File: config.mk
export PLATFORM = sky130hd
export DESIGN_NAME = pc_gen
export DESIGN_NICKNAME = d
export VERILOG_FILES = /design/src/rtl/pc_gen_pkg.sv /design/src/rtl/pc_gen_ras.sv /design/src/rtl/pc_gen.sv
export SDC_FILE = /design/constraint.sdc
export NUM_CORES = 1
export LEC_CHECK = 0
export CORE_MARGIN = 4
export CORE_UTILIZATION = 35
export CTS_CLUSTER_DIAMETER = 60
export DETAILED_ROUTE_END_ITERATION = 8
export PLACE_DENSITY = 0.61
export SLEW_MARGIN = 5
export SYNTH_ARGS = -nofsm -noshare
export SYNTH_HDL_FRONTEND = slang
export SYNTH_SLANG_ARGS = --single-unit
File: constraint.sdc
create_clock -name clk -period 18.8 [get_ports clk]
set_input_delay 4.7 -clock clk [delete_from_list [all_inputs] [get_ports clk]]
set_output_delay 4.7 -clock clk [all_outputs]
set_load 0.03 [all_outputs]
File: src/rtl/pc_gen_pkg.sv
// Shared configuration for the fetch PC generator: stall vector width,
// enable/disable encodings, the zero word, the next-PC source select
// and a helper for the fetch-group offset width.
package pc_gen_pkg;

  localparam int StallLen = 6;
  localparam logic Enable = 1'b1;
  localparam logic Disable = 1'b0;
  localparam logic [31:0] ZERO_WORD = 32'h0000_0000;

  // Where the next fetch address comes from when state is allowed to move
  typedef enum logic [1:0] {
    SEL_SEQ     = 2'd0,
    SEL_TARGET  = 2'd1,
    SEL_RAS     = 2'd2,
    SEL_CORRECT = 2'd3
  } pc_sel_e;

  // Number of byte-offset bits inside one fetch group of 32-bit instructions
  function automatic int groupShift(input int fetchWidth);
    return $clog2(4 * fetchWidth);
  endfunction

endpackage

File: src/rtl/pc_gen_ras.sv
// Return-address stack for the fetch PC generator. A circular buffer whose
// pointer names the next free slot; when full, a push overwrites the oldest
// entry. Push together with pop replaces the top entry (return-then-call).
module ras_stack
  import pc_gen_pkg::*;
#(
  parameter int ADDR_LEN  = 32,
  parameter int RAS_DEPTH = 4
) (
  input  logic                clk,
  input  logic                rst,
  input  logic                push_i,
  input  logic                pop_i,
  input  logic                flush_i,
  input  logic [ADDR_LEN-1:0] push_data_i,
  output logic [ADDR_LEN-1:0] top_o,
  output logic                empty_o
);

  localparam int PTR_W = $clog2(RAS_DEPTH);
  localparam int CNT_W = PTR_W + 1;
  localparam logic [CNT_W-1:0] FULL_CNT = CNT_W'(RAS_DEPTH);

  logic [ADDR_LEN-1:0] mem_q [RAS_DEPTH];
  logic [PTR_W-1:0]    ptr_q, ptr_d;
  logic [CNT_W-1:0]    count_q, count_d;
  logic [PTR_W-1:0]    topIdx;
  logic [PTR_W-1:0]    wrIdx;
  logic                wrEn;

  assign topIdx  = ptr_q - PTR_W'(1);
  assign top_o   = mem_q[topIdx];
  assign empty_o = (count_q == '0);

  // Decide pointer/count movement and which slot (if any) gets written
  always_comb begin
    ptr_d   = ptr_q;
    count_d = count_q;
    wrEn    = Disable;
    wrIdx   = ptr_q;
    if (flush_i) begin
      count_d = '0;
    end else if (push_i && pop_i) begin
      wrEn = Enable;
      if (empty_o) begin
        wrIdx   = ptr_q;
        ptr_d   = ptr_q + PTR_W'(1);
        count_d = CNT_W'(1);
      end else begin
        wrIdx = topIdx;
      end
    end else if (push_i) begin
      wrEn  = Enable;
      wrIdx = ptr_q;
      ptr_d = ptr_q + PTR_W'(1);
      if (count_q != FULL_CNT) begin
        count_d = count_q + CNT_W'(1);
      end
    end else if (pop_i && !empty_o) begin
      ptr_d   = topIdx;
      count_d = count_q - CNT_W'(1);
    end
  end

  // Pointer and occupancy registers; reset empties the stack
  always_ff @(posedge clk) begin
    if (rst) begin
      ptr_q   <= '0;
      count_q <= '0;
    end else begin
      ptr_q   <= ptr_d;
      count_q <= count_d;
    end
  end

  // Entry storage is never cleared; reset only suppresses the write
  always_ff @(posedge clk) begin
    if (!rst && wrEn) begin
      mem_q[wrIdx] <= push_data_i;
    end
  end

endmodule

File: src/rtl/pc_gen.sv
// Fetch PC generator: picks the next fetch-group address from reset,
// misprediction redirect, predicted target / return-address stack, or the
// next sequential group, and reports which slots of the group are valid.
module pc_gen
  import pc_gen_pkg::*;
#(
  parameter int ADDR_LEN    = 32,
  parameter logic [ADDR_LEN-1:0] RESET_PC = '0,
  parameter int FETCH_WIDTH = 1,
  parameter int RAS_DEPTH   = 4
) (
  input  logic                   clk,
  input  logic                   rst,
  input  logic                   rdy,
  input  logic [StallLen-1:0]    stall,
  input  logic                   jump_mistake,
  input  logic [ADDR_LEN-1:0]    correct_target,
  input  logic                   jump_predict,
  input  logic [ADDR_LEN-1:0]    predict_target,
  input  logic                   predict_call,
  input  logic                   predict_ret,
  input  logic [ADDR_LEN-1:0]    predict_link,
  output logic [ADDR_LEN-1:0]    pc,
  output logic [FETCH_WIDTH-1:0] slot_valid,
  output logic                   jump,
  output logic                   ras_empty
);

  localparam int SHIFT = groupShift(FETCH_WIDTH);
  localparam logic [ADDR_LEN-1:0] GROUP_BYTES = ADDR_LEN'(4 * FETCH_WIDTH);
  localparam logic [ADDR_LEN-1:0] GROUP_MASK  = GROUP_BYTES - ADDR_LEN'(1);

  logic [ADDR_LEN-1:0] pc_q, pc_d;
  logic                jump_q, jump_d;
  logic [ADDR_LEN-1:0] seqPc;
  logic [ADDR_LEN-1:0] rasTop;
  logic                rasEmpty;
  logic                advanceOk;
  logic                holdState;
  logic                rasPush, rasPop, rasFlush;
  pc_sel_e             pcSel;
  logic                unusedStall;

  // Only the fetch-stage stall bit matters to this block
  assign unusedStall = ^stall[StallLen-1:1];

  assign seqPc     = (pc_q & ~GROUP_MASK) + GROUP_BYTES;
  assign holdState = !rdy || (!jump_mistake && stall[0]);
  assign advanceOk = rdy && !jump_mistake && !stall[0];
  assign rasFlush  = rdy && jump_mistake;
  assign rasPush   = advanceOk && jump_predict && predict_call;
  assign rasPop    = advanceOk && jump_predict && predict_ret;

  // Choose the next-PC source by redirect/prediction priority
  always_comb begin
    pcSel = SEL_SEQ;
    if (jump_mistake) begin
      pcSel = SEL_CORRECT;
    end else if (jump_predict) begin
      pcSel = (predict_ret && !rasEmpty) ? SEL_RAS : SEL_TARGET;
    end
  end

  // Form next PC and jump flag; a frozen pipeline keeps both unchanged
  always_comb begin
    pc_d   = pc_q;
    jump_d = jump_q;
    if (!holdState) begin
      case (pcSel)
        SEL_CORRECT: begin pc_d = correct_target; jump_d = Disable; end
        SEL_RAS:     begin pc_d = rasTop;         jump_d = Enable;  end
        SEL_TARGET:  begin pc_d = predict_target; jump_d = Enable;  end
        default:     begin pc_d = seqPc;          jump_d = Disable; end
      endcase
    end
  end

  // PC and jump registers with synchronous reset taking precedence over rdy
  always_ff @(posedge clk) begin
    if (rst) begin
      pc_q   <= RESET_PC;
      jump_q <= Disable;
    end else begin
      pc_q   <= pc_d;
      jump_q <= jump_d;
    end
  end

  ras_stack #(
    .ADDR_LEN  (ADDR_LEN),
    .RAS_DEPTH (RAS_DEPTH)
  ) u_ras (
    .clk         (clk),
    .rst         (rst),
    .push_i      (rasPush),
    .pop_i       (rasPop),
    .flush_i     (rasFlush),
    .push_data_i (predict_link),
    .top_o       (rasTop),
    .empty_o     (rasEmpty)
  );

  // Slots before the entry offset of a mid-group target are not valid
  generate
    if (FETCH_WIDTH == 1) begin : g_single
      assign slot_valid = '1;
    end else begin : g_multi
      localparam int SLOT_W = SHIFT - 2;
      for (genvar i = 0; i < FETCH_WIDTH; i++) begin : g_slot
        assign slot_valid[i] = (pc_q[SHIFT-1:2] <= SLOT_W'(i));
      end
    end
  endgenerate

  assign pc        = pc_q;
  assign jump      = jump_q;
  assign ras_empty = rasEmpty;

endmodule

### Word-level counts from Yosys, hierarchy flattened

Memory sizes are Yosys's and may differ from the RTL's.
Index checks and enable logic that the tools add are counted.

| storage, ports and cells | value |
|---|---|
| bits in writable memories | 128 |
| input bits | 109 |
| word-level logic and storage cells | 62 |
| memories kept | 1 |
| bits in registers | 38 |
| output and inout bits | 35 |

| operators by class | value |
|---|---|
| equality and inequality tests | 6 |
| $add $sub $neg | 5 |
| reduce and logical (&&, ||, !) cells | 23 |
| bitwise gates (word level) | 1 |
| muxes and demuxes | 22 |

Memories:

| name | depth | bits a word | rd ports | clocked after Yosys merged registers in | wr ports | RTL line | source |
|---|---|---|---|---|---|---|---|
| u_ras.mem_q | 4 | 32 | 1 | 0 | 1 | pc_gen_ras.sv:24 | `logic [ADDR_LEN-1:0] mem_q [RAS_DEPTH];` |

Operator list:

| operator | number |
|---|---|
| $pmux W32 S3 | 1 |
| $add A32 B3 Y32 const B | 1 |
| $mux W2 | 10 |
| $mux W3 | 5 |
| $logic_and A1 B1 Y1 | 11 |
| $mux W1 | 6 |
| $ne A3 B3 Y1 const B | 2 |
| $reduce_and A3 Y1 | 2 |
| $logic_not A1 Y1 | 5 |
| $eq A2 B2 Y1 const B | 2 |
| $reduce_or A2 Y1 | 2 |
| $add A3 B1 Y3 const B | 1 |
| $logic_not A3 Y1 | 1 |
| $reduce_bool A3 Y1 | 1 |
| $sub A3 B1 Y3 const B | 1 |
| $add A2 B1 Y2 const B | 1 |
| $eq A2 B1 Y1 const B | 1 |
| $ne A2 B1 Y1 const B | 1 |
| $sub A2 B1 Y2 const B | 1 |
| $logic_or A1 B1 Y1 | 1 |
| $not A1 Y1 | 1 |

### Longest topological paths before layout

| depth | value |
|---|---|
| word-level depth | 11 |
| gate-level depth with buffers | 8 |
| gate-level depth less buffers | 8 |

### Hierarchy

A second synthesis with hierarchy kept.

| second synthesis, totals | value |
|---|---|
| cell total of the unflattened synthesis | 603 |
| area total of the unflattened synthesis | 7746.2 µm² |

By module, submodules not included:

| module | cells each | times used | area each (µm²) | sequential area each (µm²) |
|---|---|---|---|---|
| ras_stack | 232 | 1 | 5106.1 | 3943.8 |
| pc_gen | 371 | 1 | 2640.0 | 660.6 |

### Least setup slack after synthesis

Ideal clock, no wire load.

| path | value |
|---|---|
| path type | input to register |
| from | input stall[0] |
| to | memory u_ras.mem_q[0][0], enable pin |
| arrival time | 8.720 ns |
| stages | 5 |
| data required time | 18.299 ns |
| path buffers | 0 |
| slack | 9.579 ns |
| library setup time | 0.501 ns |
| cell sequence | and4bb_2 -> and2_1 -> inv_1 -> or2_2 -> nor4_1 |

| on the way | value |
|---|---|
| longest elaborated chain between the ends | 10 |
| elaborated cells between the ends (all ways) | 14 |
| those cells by class | mux: 7; reduce/logical: 7 |

RTL lines:

| element | RTL line | source |
|---|---|---|
| start, declared | pc_gen.sv:15 | `input logic [StallLen-1:0] stall,` |
| $logic_not A1 Y1 * | pc_gen.sv:49 | `assign advanceOk = rdy && !jump_mistake && !stall[0];` |
| $logic_and A1 B1 Y1 * | pc_gen.sv:49 |  |
| $logic_and A1 B1 Y1 * | pc_gen.sv:51, pc_gen.sv:52 |  |
| $logic_and A1 B1 Y1 (on tied branches) | pc_gen.sv:51, pc_gen.sv:52 |  |
| $mux W1 or $logic_and A1 B1 Y1 (tied branches) | pc_gen_ras.sv:52, pc_gen_ras.sv:43 |  |
| $mux W1 | pc_gen_ras.sv:43 | `end else if (push_i && pop_i) begin` |
| $mux W1 | pc_gen_ras.sv:41 | `if (flush_i) begin` |
| $logic_and A1 B1 Y1 | pc_gen_ras.sv:78 | `if (!rst && wrEn) begin` |
| $mux W1 | pc_gen_ras.sv:78 |  |
| $mux W1 (not written as such) | pc_gen_ras.sv:79 | `mem_q[wrIdx] <= push_data_i;` |
| end, declared | pc_gen_ras.sv:24 |  |

Mark *: on every way between the ends. The rest lies on a longest branch, timed or not.

### Worst setup path after layout

| path | value |
|---|---|
| from | input jump_mistake |
| to | memory u_ras.mem_q[0][25], enable pin |

| on the way | value |
|---|---|
| longest elaborated chain between the ends | 11 |
| elaborated cells between the ends (all ways) | 16 |
| those cells by class | mux: 7; reduce/logical: 9 |

RTL lines:

| element | RTL line | source |
|---|---|---|
| start, declared | pc_gen.sv:16 | `input logic jump_mistake,` |
| $logic_not A1 Y1 | pc_gen.sv:49 |  |
| $logic_and A1 B1 Y1 (2 in a row) | pc_gen.sv:49 |  |
| $logic_and A1 B1 Y1 | pc_gen.sv:51, pc_gen.sv:52 |  |
| $logic_and A1 B1 Y1 (on tied branches) | pc_gen.sv:51, pc_gen.sv:52 |  |
| $mux W1 or $logic_and A1 B1 Y1 (tied branches) | pc_gen_ras.sv:52, pc_gen_ras.sv:43 |  |
| $mux W1 | pc_gen_ras.sv:43 |  |
| $mux W1 | pc_gen_ras.sv:41 |  |
| $logic_and A1 B1 Y1 | pc_gen_ras.sv:78 |  |
| $mux W1 | pc_gen_ras.sv:78 |  |
| $mux W1 (not written as such) | pc_gen_ras.sv:79 |  |

Several ways; a longest one is shown, not always the timed one.

==> out/metrics.yaml <==
post_cts_buffers: 0
routed_wirelength_mm: 21.3
synth_edf_count: 128
hold_path_depth: 2
clk_pin_slew_ns: 0.07
max_freq_mhz: 135
ir_drop_uv: 61.2
place_congestion: 0.865
period_minus_slack_ns: 7.43
layout-drive-gt1-share_pct: 12.7
cts.sink_count: 166
clk_latency_ns: 0.42
syn-instance-count: 609
drv_cap: 0
diodes: 0
cts_buffers: 17
avgSynthCellArea_um2: 12.7
ys_types: 69
r2r-start: "pc[6]"
timing.rr.end: "pc[27]"
r2r_slack_ns: 16.19
ant_nets: 0
place_ws_ns: 10.98
hpwlAfterDp_mm: 14.8
synth-seq-cells: 166
dr_total_vias: 5793
num_rows: 54
grt_overflow: 0
coreArea_um2: 21800
power.leakage_nw: 3.12
io_pins: 144
finalPower_mw: 0.819
setup_ws_ns: 11.37
fin_tns_setup_ns: 0
wl_per_cell_um: 20.7
status: "complete, no violations"
grt_max_degree: 42
dieArea_um2: 24500
start_util_pct: 35.4
htree_num_levels: 4
rsz0062_at_grt: "false"
min_from: "pc[0]"
power.density_nw_per_um2: 82.7
arrival_ns: 7.48
final-max-slew-violation-count: 0
reg2reg_depth: 5
synthesis.nets: 720
grt_pass1_wl_mm: 32.1
worst_pin_slew_ns: 1.22
final_cells: 1027
hold_path_end: "pc[0]"
dp.cells: 995
whs_ns: 0.469
yosysSeqAreaShare_pct: 59.7
via_per_inst: 5.64
synth_top_area_share_pct: 49.9
cp.required_ns: 18.85
crit_fanout: 41
start_kind: "primary input"
drc: 0
ctsResizeCount: 0
cts_buffer_depth: 2
hold_path.class: "register to register"
drt_first_iter_violations: 427
firstDrtPassIters: 7
async_reset_ff_share_pct: 0
setup_viol: 0
port_buffers: 137
synthTopCellsByCount: "edfxtp_1 (128), nand2_1 (75), dfxtp_1 (38)"
area_growth_pct: 28.5
grt_pass1_vias: 5697
finalHoldViolCount: 0
synth_area_leader_cell: "edfxtp_1"
slew_headroom_pct: 18.1
cts_tree: "yes"
finalClockSkew_ns: 0.0143
ys_warn_count: 0
yosys-top-cells-area: "edfxtp_1 (50%), dfxtp_1 (9.9%), mux4_2 (9.4%), nand2_1 (3.7%), nand3_1 (1.9%)"
final_nets: 845
fp.dieH_um: 156
period_share_pct: 39.5
netlist_area_um2: 7710
crit_path_end_kind: "register"
setup.worst_path.class: "primary input to register"
cts_root_buf: "clkbuf_16"
die_w_um: 156
synth_most_common_cell: "edfxtp_1"
holdBufCountCts: 0
grt_antenna_before_repair: 2
synth_ff_type: "edfxtp_1"
grt_use_total_pct: 17.1
==> flip-flops by register name (all words and copies together) (netlist names) <==
signal / cells
u_ras.mem_q: 128
pc: 32
u_ras.count_q: 3
u_ras.ptr_q: 2
jump: 1
==> per-layer routing <==
| metal | up-vias | part of all wire (%) | GRT usage, % |
|---|---|---|---|
| li1 | 2658 | - | - |
| met1 | 2843 | 41 | 22.5 |
| met2 | 245 | 47 | 27.0 |
| met3 | 43 | 8.7 | 5.34 |
| met4 | 4 | 2.7 | 5.70 |
| met5 | - | 0.19 | 0 |
==> cell families after synthesis <==
group	share of synthesized area [%]
simple gates	14.4
flops	59.8
compound gates	11.8
buf+inv	3.12
mux	10.0
xor+xnor	0.455
fa+ha+maj	0.422
other cells	0.0487
==> stage by stage <==
step                utilization [%]  area, µm²
global placement               43.0       9350
finish                         45.5       9910
CTS                            45.5       9910
floorplan                         -       7710
global route                   45.5       9910
detailed placement             43.0       9350
==> report_power, final <==
part	switching (mW)	internal [mW]
combinational	0.0428	0.0395
clock	0.154	0.175
sequential	0.00788	0.399
total	0.205	0.614
==> critical path: stages <==
cell and delay, ns:
clkdlybuf4s50_1 0.40, buf_4 0.27, inv_1 0.54, o21ai_0 0.38, or2_2 0.43, nor4_2 0.27
buf_4 0.45
==> cells in the final DEF (no fill, tap or decap), types with 7 or more instances in the layout <==
| cell type | count |
|---|---|
| nor4_1 | 7 |
| nand3_1 | 30 |
| clkdlybuf4s50_1 | 137 |
| nand2_1 | 75 |
| and3_1 | 8 |
| nand4_1 | 9 |
| or3_1 | 7 |
| edfxtp_1 | 128 |
| o21ai_0 | 27 |
| a31oi_1 | 7 |
| a21oi_1 | 28 |
| inv_1 | 10 |
| dfxtp_1 | 37 |
| nor3_1 | 20 |
| nor2_1 | 30 |
| mux4_2 | 32 |
| a311oi_1 | 9 |
| buf_4 | 13 |
| clkbuf_16 | 17 |
| a32o_1 | 11 |
==> worst max-delay path by stage <==
stage | start | to | slack (ns) | cells past startpoint
floorplan | stall[0] | u_ras.mem_q[0][0] | 9.58 | 5
global placement | jump_mistake | u_ras.mem_q[2][2] | 11.02 | 7
detailed placement | jump_mistake | u_ras.mem_q[0][0] | 10.98 | 7
CTS | jump_mistake | u_ras.mem_q[0][25] | 11.42 | 7
global route | jump_mistake | u_ras.mem_q[2][25] | 11.22 | 7
finish | jump_mistake | u_ras.mem_q[0][25] | 11.37 | 7
==> area by class of cell <==
class,instances,area [µm²]
clock inverters,15,135
clock buffers,17,425
well taps,280,350
flip-flops and latches,166,4610
repair buffers,150,1470
inverters,10,37.5
multi-input cells,389,2880
fillers,1937,11900
No activity file was read; power rests on OpenSTA's default activity.
